$ cat src/rtl/instr_seq_ctrl.sv
// Multi-cycle control sequencer for the 16-bit Harvard core: fetch, decode, execute,
// memory and writeback phases, with a sticky trap on undefined opcodes.
module instr_seq_ctrl #(
  parameter int PC_W = 8,
  parameter int DA_W = 8
) (
  input  logic            clk,
  input  logic            rst,
  input  logic            run,
  output logic [PC_W-1:0] imem_addr,
  output logic            imem_rd,
  input  logic [31:0]     imem_data,
  input  logic            imem_valid,
  output logic [4:0]      rf_ra1,
  output logic [4:0]      rf_ra2,
  output logic            rf_we,
  output logic [4:0]      rf_wa,
  output logic [1:0]      wb_sel,
  output logic [15:0]     imm,
  output logic [3:0]      alu_op,
  output logic            alu_start,
  input  logic            alu_done,
  output logic [DA_W-1:0] dmem_addr,
  output logic            dmem_rd,
  output logic            dmem_wr,
  input  logic            dmem_valid,
  output logic            illegal,
  output logic            busy
);

  typedef enum logic [2:0] {FETCH, DECODE, EXEC, MEM, WB, TRAP} state_t;
  typedef enum logic [2:0] {CL_LDI, CL_MOV, CL_LD, CL_ST, CL_ALU, CL_ILL} iclass_t;

  state_t          state_q, state_d;
  logic [PC_W-1:0] pc_q, pc_d;
  logic [31:0]     ir_q, ir_d;
  logic            alu_first_q, alu_first_d;

  logic [5:0]      opcode;
  iclass_t         iclass;
  logic [4:0]      dec_ra1, dec_ra2, dec_wa;
  logic [1:0]      dec_wb_sel;
  logic [15:0]     dec_imm;
  logic [3:0]      dec_alu_op;
  logic [DA_W-1:0] dec_daddr;
  logic            fields_en;

  assign opcode = ir_q[31:26];

  // Field decode is purely a function of IR; it only reaches the ports between DECODE and the next FETCH.
  always_comb begin
    iclass     = CL_ILL;
    dec_ra1    = '0;
    dec_ra2    = '0;
    dec_wa     = '0;
    dec_wb_sel = '0;
    dec_imm    = '0;
    dec_alu_op = '0;
    dec_daddr  = '0;
    if (opcode == 6'd0)       iclass = CL_LDI;
    else if (opcode == 6'd1)  iclass = CL_MOV;
    else if (opcode == 6'd2)  iclass = CL_LD;
    else if (opcode == 6'd3)  iclass = CL_ST;
    else if (opcode <= 6'd16) iclass = CL_ALU;

    if (iclass != CL_ILL) begin
      dec_ra1 = ir_q[4:0];
      dec_ra2 = ir_q[9:5];
      dec_imm = ir_q[15:0];
    end

    case (iclass)
      CL_LDI: begin
        dec_wa     = ir_q[25:21];
        dec_wb_sel = 2'd1;
      end
      CL_MOV: begin
        dec_wa     = ir_q[25:21];
        dec_wb_sel = 2'd3;
      end
      CL_LD: begin
        dec_wa     = ir_q[25:21];
        dec_wb_sel = 2'd2;
        dec_daddr  = DA_W'(ir_q[7:0]);
      end
      CL_ST: begin
        // Store data comes out of read port 2, so steer it to the Rsrc1 field.
        dec_ra2   = ir_q[4:0];
        dec_daddr = DA_W'(ir_q[25:18]);
      end
      CL_ALU: begin
        dec_wa     = ir_q[20:16];
        dec_wb_sel = 2'd0;
        dec_alu_op = 4'(opcode - 6'd4);
      end
      default: ;
    endcase
  end

  assign fields_en = !rst && (state_q inside {DECODE, EXEC, MEM, WB});
  assign imem_addr = pc_q;
  assign rf_ra1    = fields_en ? dec_ra1    : '0;
  assign rf_ra2    = fields_en ? dec_ra2    : '0;
  assign rf_wa     = fields_en ? dec_wa     : '0;
  assign wb_sel    = fields_en ? dec_wb_sel : '0;
  assign imm       = fields_en ? dec_imm    : '0;
  assign alu_op    = fields_en ? dec_alu_op : '0;
  assign dmem_addr = fields_en ? dec_daddr  : '0;

  always_comb begin
    state_d     = state_q;
    pc_d        = pc_q;
    ir_d        = ir_q;
    alu_first_d = 1'b0;
    imem_rd     = 1'b0;
    alu_start   = 1'b0;
    dmem_rd     = 1'b0;
    dmem_wr     = 1'b0;
    rf_we       = 1'b0;
    illegal     = 1'b0;
    busy        = 1'b0;

    unique case (state_q)
      FETCH: begin
        if (run) begin
          imem_rd = 1'b1;
          busy    = 1'b1;
          if (imem_valid) begin
            ir_d    = imem_data;
            pc_d    = pc_q + PC_W'(1);
            state_d = DECODE;
          end
        end
      end
      DECODE: begin
        busy = 1'b1;
        case (iclass)
          CL_ALU: begin
            state_d     = EXEC;
            alu_first_d = 1'b1;
          end
          CL_LD, CL_ST:   state_d = MEM;
          CL_LDI, CL_MOV: state_d = WB;
          default:        state_d = TRAP;
        endcase
      end
      EXEC: begin
        // A done seen in the launch cycle belongs to no operation of ours.
        busy      = 1'b1;
        alu_start = alu_first_q;
        if (!alu_first_q && alu_done) state_d = WB;
      end
      MEM: begin
        busy    = 1'b1;
        dmem_rd = (iclass == CL_LD);
        dmem_wr = (iclass == CL_ST);
        if (dmem_valid) state_d = (iclass == CL_LD) ? WB : FETCH;
      end
      WB: begin
        busy    = 1'b1;
        rf_we   = 1'b1;
        state_d = FETCH;
      end
      TRAP: illegal = 1'b1;
      default: state_d = FETCH;
    endcase

    if (rst) begin
      imem_rd   = 1'b0;
      alu_start = 1'b0;
      dmem_rd   = 1'b0;
      dmem_wr   = 1'b0;
      rf_we     = 1'b0;
      illegal   = 1'b0;
      busy      = 1'b0;
    end
  end

  always_ff @(posedge clk) begin
    if (rst) begin
      state_q     <= FETCH;
      pc_q        <= '0;
      ir_q        <= '0;
      alu_first_q <= 1'b0;
    end else begin
      state_q     <= state_d;
      pc_q        <= pc_d;
      ir_q        <= ir_d;
      alu_first_q <= alu_first_d;
    end
  end

endmodule

$ cat config.mk
export PLATFORM = sky130hd
export DESIGN_NAME = instr_seq_ctrl
export DESIGN_NICKNAME = d
export VERILOG_FILES = /design/src/rtl/instr_seq_ctrl.sv
export SDC_FILE = /design/constraint.sdc
export NUM_CORES = 1
export LEC_CHECK = 0
export CORE_MARGIN = 2
export CORE_UTILIZATION = 43
export DETAILED_ROUTE_END_ITERATION = 7
export PLACE_DENSITY = 0.79
export SLEW_MARGIN = 15
export SYNTH_ARGS = -nofsm -noshare
export SYNTH_HDL_FRONTEND = slang
export SYNTH_SLANG_ARGS = --single-unit
$ cat constraint.sdc
create_clock -name clk -period 2.17 [get_ports clk]
set_input_delay 0.217 -clock clk [delete_from_list [all_inputs] [get_ports clk]]
set_output_delay 0.217 -clock clk [all_outputs]
set_load 0.005 [all_outputs]
Yosys cells after proc, flatten, opt, wreduce, memory -nomap -nowiden
Cells that the tools add are included.
W data, S select, Z words.
- register bits after elaboration: 44
- input port bits: 38
- output and inout bits: 60
- $add $sub $neg: 2
- magnitude comparators: 1
- equality and inequality tests: 17
- mux-type cells: 43
- bitwise logic cells: 2
- reduce and logical (&&, ||, !) cells: 15
- operators with widths (operator ; number):
    $mux W16 ; 2
    $mux W5 ; 6
    $mux W3 ; 9
    $mux W1 ; 16
    $pmux W8 S2 ; 1
    $pmux W3 S5 ; 1
    $eq A3 B2 Y1 const B ; 4
    $eq A6 B2 Y1 const B ; 2
    $pmux W5 S2 ; 1
    $eq A3 B3 Y1 const B ; 3
    $pmux W3 S3 ; 1
    $add A8 B1 Y8 const B ; 1
    $mux W4 ; 2
    $mux W8 ; 1
    $eq A3 B1 Y1 const B ; 2
    $eq A6 B1 Y1 const B ; 1
    $le A6 B5 Y1 const B ; 1
    $logic_not A3 Y1 ; 2
    $logic_not A6 Y1 ; 1
    $ne A2 B2 Y1 const B ; 3
    $pmux W2 S3 ; 1
    $reduce_or A2 Y1 ; 3
    $reduce_and A5 Y1 ; 1
    $reduce_bool A4 Y1 ; 1
    11 further kinds ; 14

Longest topological paths before layout
Gate-level depths: netlist of run 1.
- depth after elaboration: 10
- depth in mapped cells: 7

Least setup slack after synthesis of run 1
No wires, ideal clock.
- path kind: register -> output
- from: register state_q[1]
- to: output rf_ra1[0]
- arrival: 1506 ps
- slack: 447 ps
- stages on the path, launching flop included: 7
- buffers on the path: 2
- cell sequence: dfxtp_1 nor3_1 or3b_1 buf_4 nor3_4 and2_1 buf_4
- cells in the longest elaborated chain, start to end: 4
- RTL lines (item ; RTL line ; text):
    start: declaration ; 34 ; state_t state_q, state_d;
    start signal: assignment ; 186 ; state_q <= state_d;
    $eq A3 B1 Y1, or another cell as far along ; 100 ; assign fields_en = !rst && (state_q inside {DECODE, EXEC, MEM, WB});
    $reduce_bool A4 Y1 (*) ; 100 ;
    $logic_and A1 B1 Y1 (*) ; 100 ;
    $mux W5 (*) ; 102 ; assign rf_ra1 = fields_en ? dec_ra1 : '0;
    end: declaration ; 14 ; output logic [4:0] rf_ra1,
Mark *: on every way between the ends. The rest lies on a longest branch, timed or not.

Worst setup path in the final report of run 1
- from: register state_q[0]
- to: output rf_ra2[0]
- cells in the longest elaborated chain, start to end: 4
- RTL lines (item ; RTL line ; text):
    $eq A3 B1 Y1, or another cell as far along ; 100 ;
    $reduce_bool A4 Y1 (*) ; 100 ;
    $logic_and A1 B1 Y1 (*) ; 100 ;
    $mux W5 (*) ; 103 ; assign rf_ra2 = fields_en ? dec_ra2 : '0;
    end: declaration ; 15 ; output logic [4:0] rf_ra2,
Marked as above.

==> results.py, run 1 <==
metrics = {
    "worst_setup_path": {
        "critical_path.startpoint": "state_q[0]",
        "worstSetupEndpointType": "output port",
        "crit_type": "flip-flop to output port",
        "cpLargestDelayFamily": "buffers and inverters",
        "r2r_start": "ir_q[29]",
        "endpoint": "rf_ra2[0]",
        "worstPathMaxFanout": 4,
        "cpMaxStageDelayCell": "or3b_4",
        "path_buf_inv": 5,
        "arrival_ns": 2.06,
        "cp_common_cell": "buf_6",
        "cp_cell_sequence": "o21ai_2 -> or3b_4 -> buf_6 -> a211oi_2 -> buf_4 -> buf_6 -> buf_6 -> a32o_1 -> buf_2",
        "slowest_delay_ns": 0.42,
        "rr_worst_depth": 13,
        "path_depth": 9,
        "cp-start-kind": "flip-flop",
        "crit_required_ns": 1.95,
        "reg2reg_to": "alu_first_q",
        "ff2ff_setup_slack_ns": 0.08,
    },
    "clock_tree": {
        "cts_tree": "built",
        "cts-root-buf": "clkbuf_8",
        "clkLatencyLatePin_ns": 0.30,
        "cts.sinks": 44,
        "path_clk_slew_ns": 0.09,
        "numCtsBuffers": 5,
        "cts_max_level": 2,
        "clk_path_buf_depth": 2,
    },
    "timing": {
        "rsz0062_at_grt": "true",
        "setup_viol": 9,
        "fin_crit_ns": 2.277,
        "max-slew-margin-rel": 0.6677,
        "layout_worst_path_cycle_share": 1.049,
        "whs_ns": 0.4530,
        "worst_pin_slew_ns": 0.4985,
        "max_freq_ghz": 0.4392,
        "hold_violations": 0,
        "skew_ns": 0.003775,
        "finalMaxSlewViolations": 0,
        "setup_ws_ns": -0.1067,
    },
    "synthesis": {
        "synth-edff-count": 0,
        "yosys_warnings": 0,
        "synthXorXnorAreaFrac": 0.02926,
        "synthMuxAreaShare": 0.03344,
        "synth_fa_ha_area_frac": 0.01045,
        "synthSimpleGateAreaFrac": 0.3359,
        "synth_top_area_frac": 0.3678,
        "yosys-top-cells-area": "dfxtp_1 37%, nand2_1 12%, a21oi_1 7.9%",
        "syn_area_sq_um": 2395,
        "ys_seq_elements": 44,
        "synthFlopType": "dfxtp_1",
        "yosysSeqAreaShare": 0.3678,
        "synth_top_family_by_area": "simple AND/OR/NAND/NOR gates",
        "synth_compound_area_frac": 0.1546,
        "yosys.area.top_type": "dfxtp_1",
        "ys_types": 41,
        "postSynth.asyncResetShare": 0,
        "synth_nets": 362,
        "synth_area_per_cell_sq_um": 7.437,
        "syn_inst": 322,
    },
    "worst_hold_path": {
        "hp-class": "flip-flop to flip-flop",
    },
    "outcome": {
        "violations": "negative setup slack",
        "status": "finished, violations left",
    },
    "global_route": {
        "grt_overflow": 0,
        "grt_max_degree": 47,
        "grt_pass1_vias": 2590,
        "antenna_found_initial": 0,
        "grt_use_total": 0.2564,
        "grt_pass1_wl_um": 12590,
    },
    "pwr": {
        "p_leak_nw": 1.525,
        "power.density_nw_per_um2": 543.5,
        "ir_drop_mv": 0.3173,
    },
    "placed_design": {
        "port_buffers": 97,
        "dp_slack_ns": -0.06476,
        "place_congestion": 0.8904,
        "hpwl_um": 5006,
    },
    "detailed_routing": {
        "drc": 0,
        "wire_per_inst_um": 15.10,
        "vias_per_cell": 5.221,
        "detail-route-antenna-nets": 0,
        "drt-pass1-iter-count": 4,
        "routed_wl_um": 7779,
        "drtIter0Drc": 146,
        "vias": 2689,
    },
    "layout": {
        "ff_latch_area_sq_um": 888.4,
        "antenna-diode-count": 0,
        "fin_nets": 482,
        "multi_input_area_sq_um": 1483,
        "drive_gt1_frac": 0.2573,
        "area_growth_syn_to_layout_pct": 58.46,
        "fill_cells": 445,
        "finish.utilization": 0.6977,
    },
    "floorplan": {
        "core_area_sq_um": 5439,
        "ios": 98,
        "fp.dieH_um": 78.63,
        "initial_core_util": 0.4403,
        "die_w_um": 78.63,
        "die_area_sq_um": 6182,
        "rows": 27,
    },
    "flow_run": {
        "cap_violations": 0,
    },
}
worst reg2reg max path: stages, from the launching register on:
cell	delay [ns]
dfxtp_2	0.34
inv_2	0.04
ha_4	0.18
or2_1	0.23
a21oi_2	0.19
buf_4	0.13
buf_4	0.09
buf_4	0.09
buf_4	0.09
buf_4	0.08
buf_4	0.09
buf_4	0.09
buf_4	0.08
nor4b_1	0.27
registers in the layout, indices dropped and copies added (netlist names):
name         flops
imem_addr        8
ir_q            32
alu_first_q      1
state_q          3
where the power goes:
part	switching, W	internal, W
Combinational	0.000248	0.000291
Clock	0.000290	0.000341
Sequential	0.0000435	0.000849
Total	0.000582	0.00148
cell usage after synthesis, types with 3 or more instances:
cell,n
or2_1,3
and2_1,17
buf_4,6
nor3_1,5
dfxtp_1,44
clkbuf_1,12
a32o_1,5
nor2_1,33
a21oi_1,38
nand3_1,3
nor4_1,5
and3_1,5
buf_2,8
inv_1,6
xnor2_1,6
mux2i_1,8
nand2_1,78
nand2b_1,5
a22oi_1,5
what timing repair did:
action | in CTS | in global routing
pin swaps | 6 | 11
gates cloned | 0 | 0
endpoints found under the setup margin | 45 | 50
setup buffers | 24 | 2
resized for setup | 77 | 71
hold buffers | 0 | 0
cells in the final DEF (no fill, tap or decap), types with 6 or more instances in the layout:
| master | instances |
|---|---|
| dlygate4sd2_1 | 6 |
| clkdlybuf4s50_1 | 58 |
| nand2_1 | 77 |
| clkbuf_2 | 18 |
| and2_1 | 13 |
| a21oi_1 | 36 |
| buf_2 | 10 |
| buf_6 | 7 |
| xnor2_1 | 6 |
| buf_4 | 34 |
| dfxtp_1 | 38 |
| dfxtp_2 | 6 |
| nor2_1 | 33 |
| mux2i_1 | 8 |
how the worst min path moves through the flow:
| stage | cells past startpoint | from | slack, ns | to |
|---|---|---|---|---|
| floorplan | 2 | imem_data[10] | 0.35 | ir_q[10] |
| global placement | 2 | ir_q[10] | 0.44 | ir_q[10] |
| detailed placement | 2 | ir_q[10] | 0.44 | ir_q[10] |
| CTS | 3 | imem_data[17] | 0.45 | ir_q[17] |
| global route | 3 | imem_data[6] | 0.45 | ir_q[6] |
| finish | 2 | ir_q[10] | 0.45 | ir_q[10] |
routing by layer:
metal  GRT usage  vias up  wire (um)
met5           0        -          0
met4     0.08596        0        151
met3     0.06667       15        564
met2      0.4342       95       3882
met1      0.3151     1263       3180
li1            -     1316          -
through the flow:
step,area (sq um),cells,TNS (ns),total power (W)
after global routing,3795,515,-2.631,0.002160
final,3795,515,-0.4656,0.002063
after global placement,3477,483,0,0.001309
after CTS,3780,515,-0.8733,0.002020
after floorplan,2395,322,0,0.001115
after detailed placement,3477,483,-0.7117,0.001317
logic make-up after synthesis:
| logic type | count (synthesis) |
|---|---|
| AND/OR/NAND/NOR | 167 |
| AO/OA/AOI/OAI | 60 |
| flip-flops | 44 |
| buffers and inverters | 33 |
| XOR/XNOR | 8 |
| multiplexers | 8 |
| adder cells (fa/ha/maj) | 2 |
area by class of cell:
type                       count  area share
inverter                       6    0.005935
clock buffer                   5     0.01813
clock inverter                 3     0.01121
sequential                    44      0.2341
multi-input combinational    245      0.3907
tap                           72     0.02374
timing repair buffer         140      0.3162
(Power assumes the default switching activity.)
==> inputs of run 2 (changes only) <==
ABC_AREA = 1   (was not set)
==> results.py, run 2 <==
metrics = {
    "timing": {
        "rsz0062_at_grt": "true",
        "whs_ns": 0.4603,
        "fin_setup_tns_ns": 0,
        "finalMaxSlewViolations": 0,
        "setup_viol": 0,
        "hold_violations": 0,
        "max_freq_ghz": 0.4693,
        "skew_ns": 0.003993,
        "max-slew-margin-rel": 0.7304,
        "fin_crit_ns": 2.131,
        "worst_pin_slew_ns": 0.4014,
        "layout_worst_path_cycle_share": 0.9821,
    },
    "synthesis": {
        "synth_area_per_cell_sq_um": 6.659,
        "postSynth.asyncResetShare": 0,
        "yosysSeqAreaShare": 0.3644,
        "synthFlopType": "dfxtp_1",
        "ys_top_cells_by_count": "61 x nor2_1, 51 x nand2_1, 47 x o21ai_0",
        "yosys.cell_count.top_type": "nor2_1",
        "synth_nets": 403,
        "yosys.area.top_type": "dfxtp_1",
        "yosys_warnings": 0,
        "yosys-top-cells-area": "dfxtp_1 36%, o21ai_0 9.7%, nor2_1 9.5%",
        "synth-edff-count": 0,
        "ys_types": 29,
        "synth_top_area_frac": 0.3644,
        "ys_seq_elements": 44,
        "syn_inst": 363,
        "syn_area_sq_um": 2417,
    },
    "pwr": {
        "ir_drop_mv": 0.4217,
        "power.density_nw_per_um2": 852.7,
        "p_leak_nw": 1.927,
    },
    "global_route": {
        "antenna_found_initial": 0,
        "grt_use_total": 0.2443,
        "grt_pass1_wl_um": 12280,
        "grt_overflow": 0,
        "grt_pass1_vias": 2647,
        "grt_max_degree": 60,
    },
    "layout": {
        "finish.utilization": 0.6941,
        "drive_gt1_frac": 0.1705,
        "largest_reg_flops": 32,
        "fin_area_sq_um": 3799,
        "top_register": "ir_q",
        "fill_cells": 503,
        "antenna-diode-count": 0,
        "mostFrequentLayoutCells": "54 x nor2_1, 54 x clkdlybuf4s50_1, 46 x nand2_1",
        "fin_nets": 514,
        "area_growth_syn_to_layout_pct": 57.14,
    },
    "worst_setup_path": {
        "worstSetupEndpointType": "output port",
        "crit_type": "flip-flop to output port",
        "ff2ff_setup_slack_ns": 0.67,
        "critical_path.startpoint": "ir_q[28]",
        "cp-start-kind": "flip-flop",
        "crit_required_ns": 1.95,
        "worstPathMaxFanout": 5,
        "r2r_start": "ir_q[28]",
        "arrival_ns": 1.91,
    },
    "detailed_routing": {
        "wire_per_inst_um": 14.16,
        "drtIter0Drc": 120,
        "routed_wl_um": 7743,
        "detail-route-antenna-nets": 0,
        "vias_per_cell": 5.144,
        "vias": 2814,
        "drc": 0,
        "drt-pass1-iter-count": 4,
    },
    "worst_hold_path": {
        "hp-class": "flip-flop to flip-flop",
        "min_from": "ir_q[16]",
    },
    "floorplan": {
        "ios": 98,
        "die_w_um": 78.98,
        "fp.dieH_um": 78.98,
        "die_area_sq_um": 6237,
        "initial_core_util": 0.4417,
        "core_area_sq_um": 5473,
        "rows": 27,
    },
    "clock_tree": {
        "numCtsBuffers": 5,
        "cts.sinks": 44,
        "cts_hold_buf": 0,
        "cts_max_level": 2,
        "path_clk_slew_ns": 0.09,
        "cts_tree": "built",
        "clkLatencyLatePin_ns": 0.29,
        "cts-root-buf": "clkbuf_8",
        "clk_path_buf_depth": 2,
    },
    "flow_run": {
        "cap_violations": 0,
    },
    "placed_design": {
        "placed_cell_area_sq_um": 3490,
        "place_congestion": 0.8990,
        "port_buffers": 97,
        "hpwl_um": 5319,
    },
    "outcome": {
        "status": "finished clean",
    },
}
## run 2: changes by cell type after synthesis, moves of 6 or more
cell     delta
inv_1      +34
and2_1     -17
nand2_1    -27
xnor2_1     -6
o21ai_0    +46
mux2i_1     -8
nor2_1     +28
nor3_1      +8
a21oi_1     -7
nand3_1    +20
## run 2: final timing paths
check | endpoint | cells after the start
setup / recovery | imm[0] | 8
setup reg to reg | alu_first_q | 12
hold / removal | ir_q[16] | 2
hold reg to reg | ir_q[16] | 2
## run 2: cells by family (layout without fill, tap and decap cells)
logic type	after synthesis	count (layout)	synth area share
buffers and inverters	66	177	0.1294
adder cells (fa/ha/maj)	2	2	0.01035
XOR/XNOR	2	2	0.007248
AO/OA/AOI/OAI	87	87	0.1837
flip-flops	44	44	0.3644
AND/OR/NAND/NOR	162	163	0.3049
## run 2: worst max-delay path, cell delays in order, from the launching register on
cell             delay, ns
dfxtp_2               0.33
inv_2                 0.07
ha_4                  0.15
nand2_1               0.09
nand2_4               0.10
nand2_4               0.08
buf_4                 0.17
nor2_2                0.12
clkdlybuf4s50_1       0.51
## run 2: layout make-up
class / count / area, sq um / area share
clock buffer: 5 / 68.82 / 0.01812
sequential: 44 / 888.4 / 0.2339
tap: 72 / 90.09 / 0.02372
inverter: 43 / 168.9 / 0.04447
clock inverter: 3 / 42.54 / 0.01120
multi-input combinational: 254 / 1330 / 0.3501
timing repair buffer: 126 / 1210 / 0.3185
## run 2: where the power goes
group	switching, W	internal, W	total (W)	leakage [nW]
clock	0.000294	0.000341	0.000635	0.0541
combinational	0.000843	0.000662	0.00151	1.51
sequential	0.000128	0.000970	0.00110	0.362
total	0.00127	0.00197	0.00324	1.93
## run 2: stage by stage
| stage | total power, W | std cells | worst slack (ns) |
|---|---|---|---|
| floorplan | 0.001871 | 363 | 0.4662 |
| global placement | 0.002371 | 527 | 0.02963 |
| detailed placement | 0.002392 | 527 | -0.01610 |
| CTS | 0.003158 | 543 | 0.0007019 |
| global route | 0.003447 | 547 | -0.04233 |
| finish | 0.003239 | 547 | 0.03894 |
## run 2: routing by layer
layer / up-vias / part of all wire / global-route usage
li1: 1400 / - / -
met1: 1309 / 0.44 / 0.3239
met2: 94 / 0.49 / 0.3975
met3: 11 / 0.054 / 0.04318
met4: 0 / 0.017 / 0.08966
met5: - / 0 / 0
## run 2: repair_timing
item,4_1_cts,5_1_grt
resized for setup,68,31
setup endpoints to repair,43,24
pin swaps,5,2
hold endpoints to repair,0,0
cloned,2,0
setup buffers,6,4
==> inputs of run 3 (changes only) <==
ABC_CLOCK_PERIOD_IN_PS = 2170   (was not set)
SKIP_CTS_REPAIR_TIMING = 1   (was not set)
==> results.py, run 3 (synthesized netlist as in run 2, its figures left out) <==
metrics = {
    "timing": {
        "max_freq_ghz": 0.4280,
        "fin_crit_ns": 2.337,
        "setup_ws_ns": -0.1666,
        "whs_ns": 0.4694,
        "hold_violations": 0,
        "skew_ns": 0.005936,
        "finalMaxSlewViolations": 0,
        "layout_worst_path_cycle_share": 1.077,
        "rsz0062_at_grt": "true",
        "max-slew-margin-rel": 0.7288,
        "fin_setup_tns_ns": -0.1666,
        "setup_viol": 1,
        "worst_pin_slew_ns": 0.4038,
    },
    "clock_tree": {
        "cts_tree": "built",
        "numCtsBuffers": 5,
        "clk_path_buf_depth": 2,
        "cts_max_level": 2,
        "cts.sinks": 44,
        "cts-root-buf": "clkbuf_8",
        "clkLatencyLatePin_ns": 0.30,
        "path_clk_slew_ns": 0.09,
    },
    "floorplan": {
        "die_w_um": 78.98,
        "core_area_sq_um": 5473,
        "fp.dieH_um": 78.98,
        "ios": 98,
        "die_area_sq_um": 6237,
        "initial_core_util": 0.4417,
        "rows": 27,
    },
    "layout": {
        "antenna-diode-count": 0,
        "area_growth_syn_to_layout_pct": 64.44,
        "drive_gt1_frac": 0.1674,
        "top_register": "ir_q",
        "multi_input_area_sq_um": 1334,
        "fin_nets": 517,
        "fill_cells": 445,
        "finish.utilization": 0.7263,
        "largest_reg_flops": 32,
        "ff_latch_area_sq_um": 888.4,
        "mostFrequentLayoutCells": "54 x nor2_1, 54 x clkdlybuf4s50_1, 46 x nand2_1",
    },
    "pwr": {
        "p_leak_nw": 2.328,
        "ir_drop_mv": 0.3709,
        "p_seq_frac": 0.331,
        "p_sw_w": 0.001302,
        "power.internal_w": 0.002009,
        "switching_share": 0.3933,
        "p_clk_frac": 0.195,
        "p_comb_frac": 0.475,
        "power.density_nw_per_um2": 833.2,
    },
    "worst_hold_path": {
        "min_from": "ir_q[14]",
        "hold_depth": 2,
        "hold-path-endpoint": "ir_q[14]",
        "hp-class": "flip-flop to flip-flop",
    },
    "global_route": {
        "grt_pass1_wl_um": 11790,
        "grt_overflow": 0,
        "grt_use_total": 0.2345,
        "antenna_found_initial": 0,
        "grt_max_degree": 60,
        "grt_pass1_vias": 2547,
    },
    "detailed_routing": {
        "vias_per_cell": 5.153,
        "drc": 0,
        "drt-pass1-iter-count": 4,
        "routed_wl_um": 8094,
        "wire_per_inst_um": 14.72,
        "detail-route-antenna-nets": 0,
        "vias": 2834,
        "drtIter0Drc": 145,
    },
    "placed_design": {
        "port_buffers": 97,
        "dp_slack_ns": -0.01610,
        "hpwl_um": 5319,
        "place_congestion": 0.8990,
    },
    "outcome": {
        "status": "finished, violations left",
        "violations": "negative setup slack",
    },
    "worst_setup_path": {
        "worstPathMaxFanout": 5,
        "ff2ff_setup_slack_ns": 0.67,
        "r2r_start": "ir_q[28]",
        "arrival_ns": 2.12,
        "cp-start-kind": "flip-flop",
        "rr_worst_depth": 11,
        "worstSetupEndpointType": "output port",
        "crit_required_ns": 1.95,
        "reg2reg_to": "alu_first_q",
        "crit_type": "flip-flop to output port",
    },
    "flow_run": {
        "cap_violations": 0,
    },
}
==> run 3: cell count changes in the layout (fill, tap and decap cells not counted), moves of 2 or more <==
cell	before	now
clkbuf_16	0	2
buf_4	24	26
dlygate4sd2_1	21	0
o21ai_0	41	39
dlymetal6s2s_1	17	42
buf_2	3	1
clkbuf_2	3	0
==> run 3: cell type report <==
class / instances / share of cell area
Clock buffer: 5 / 0.01731
Clock inverter: 3 / 0.01070
Multi-Input combinational cell: 254 / 0.3355
Tap cell: 72 / 0.02266
Timing Repair Buffer: 129 / 0.3478
Inverter: 43 / 0.04249
Sequential cell: 44 / 0.2235
==> run 3: per-layer routing <==
layer / track usage / vias up / wire length, um
li1: - / 1405 / -
met5: 0 / - / 0
met2: 0.3822 / 97 / 3977
met3: 0.04091 / 14 / 380
met1: 0.3169 / 1318 / 3554
met4: 0.07069 / 0 / 183
==> run 3: critical path, stage by stage (launching register included) <==
cell,delay [ns]
dfxtp_2,0.34
inv_2,0.05
ha_4,0.17
inv_1,0.08
o21ai_1,0.07
nand2_1,0.09
nand2_1,0.11
nor2_4,0.16
nand2_4,0.10
o21ai_2,0.13
clkdlybuf4s50_1,0.51
==> run 3: power by group through the flow <==
stage	sequential, W	clock, W	combinational (W)
finish	0.00109	0.000646	0.00157
global route	0.00112	0.000678	0.00171
CTS	0.00108	0.000645	0.00131
detailed placement	0.00109	0	0.00130
global placement	0.00109	0	0.00128
floorplan	0.00107	0	0.000805
==> run 3: stage by stage <==
| stage | power, W | cells | cell area, sq um |
|---|---|---|---|
| 2_1_floorplan | 0.001871 | 363 | 2417 |
| 3_3_place_gp | 0.002371 | 527 | 3490 |
| 3_5_place_dp | 0.002392 | 527 | 3490 |
| 4_1_cts | 0.003027 | 535 | 3601 |
| 5_1_grt | 0.003504 | 550 | 3975 |
| 6_report | 0.003312 | 550 | 3975 |
==> run 3: worst max-delay path by stage <==
stage	start	endpoint	slack [ns]	cells after the start
after floorplan	ir_q[28]	rf_ra1[2]	0.47	9
after global routing	ir_q[28]	rf_wa[0]	-0.25	10
after CTS	ir_q[28]	rf_wa[3]	-0.34	10
after global placement	ir_q[28]	rf_wa[0]	0.03	9
final	ir_q[28]	rf_wa[0]	-0.17	10
after detailed placement	ir_q[28]	rf_wa[3]	-0.02	10
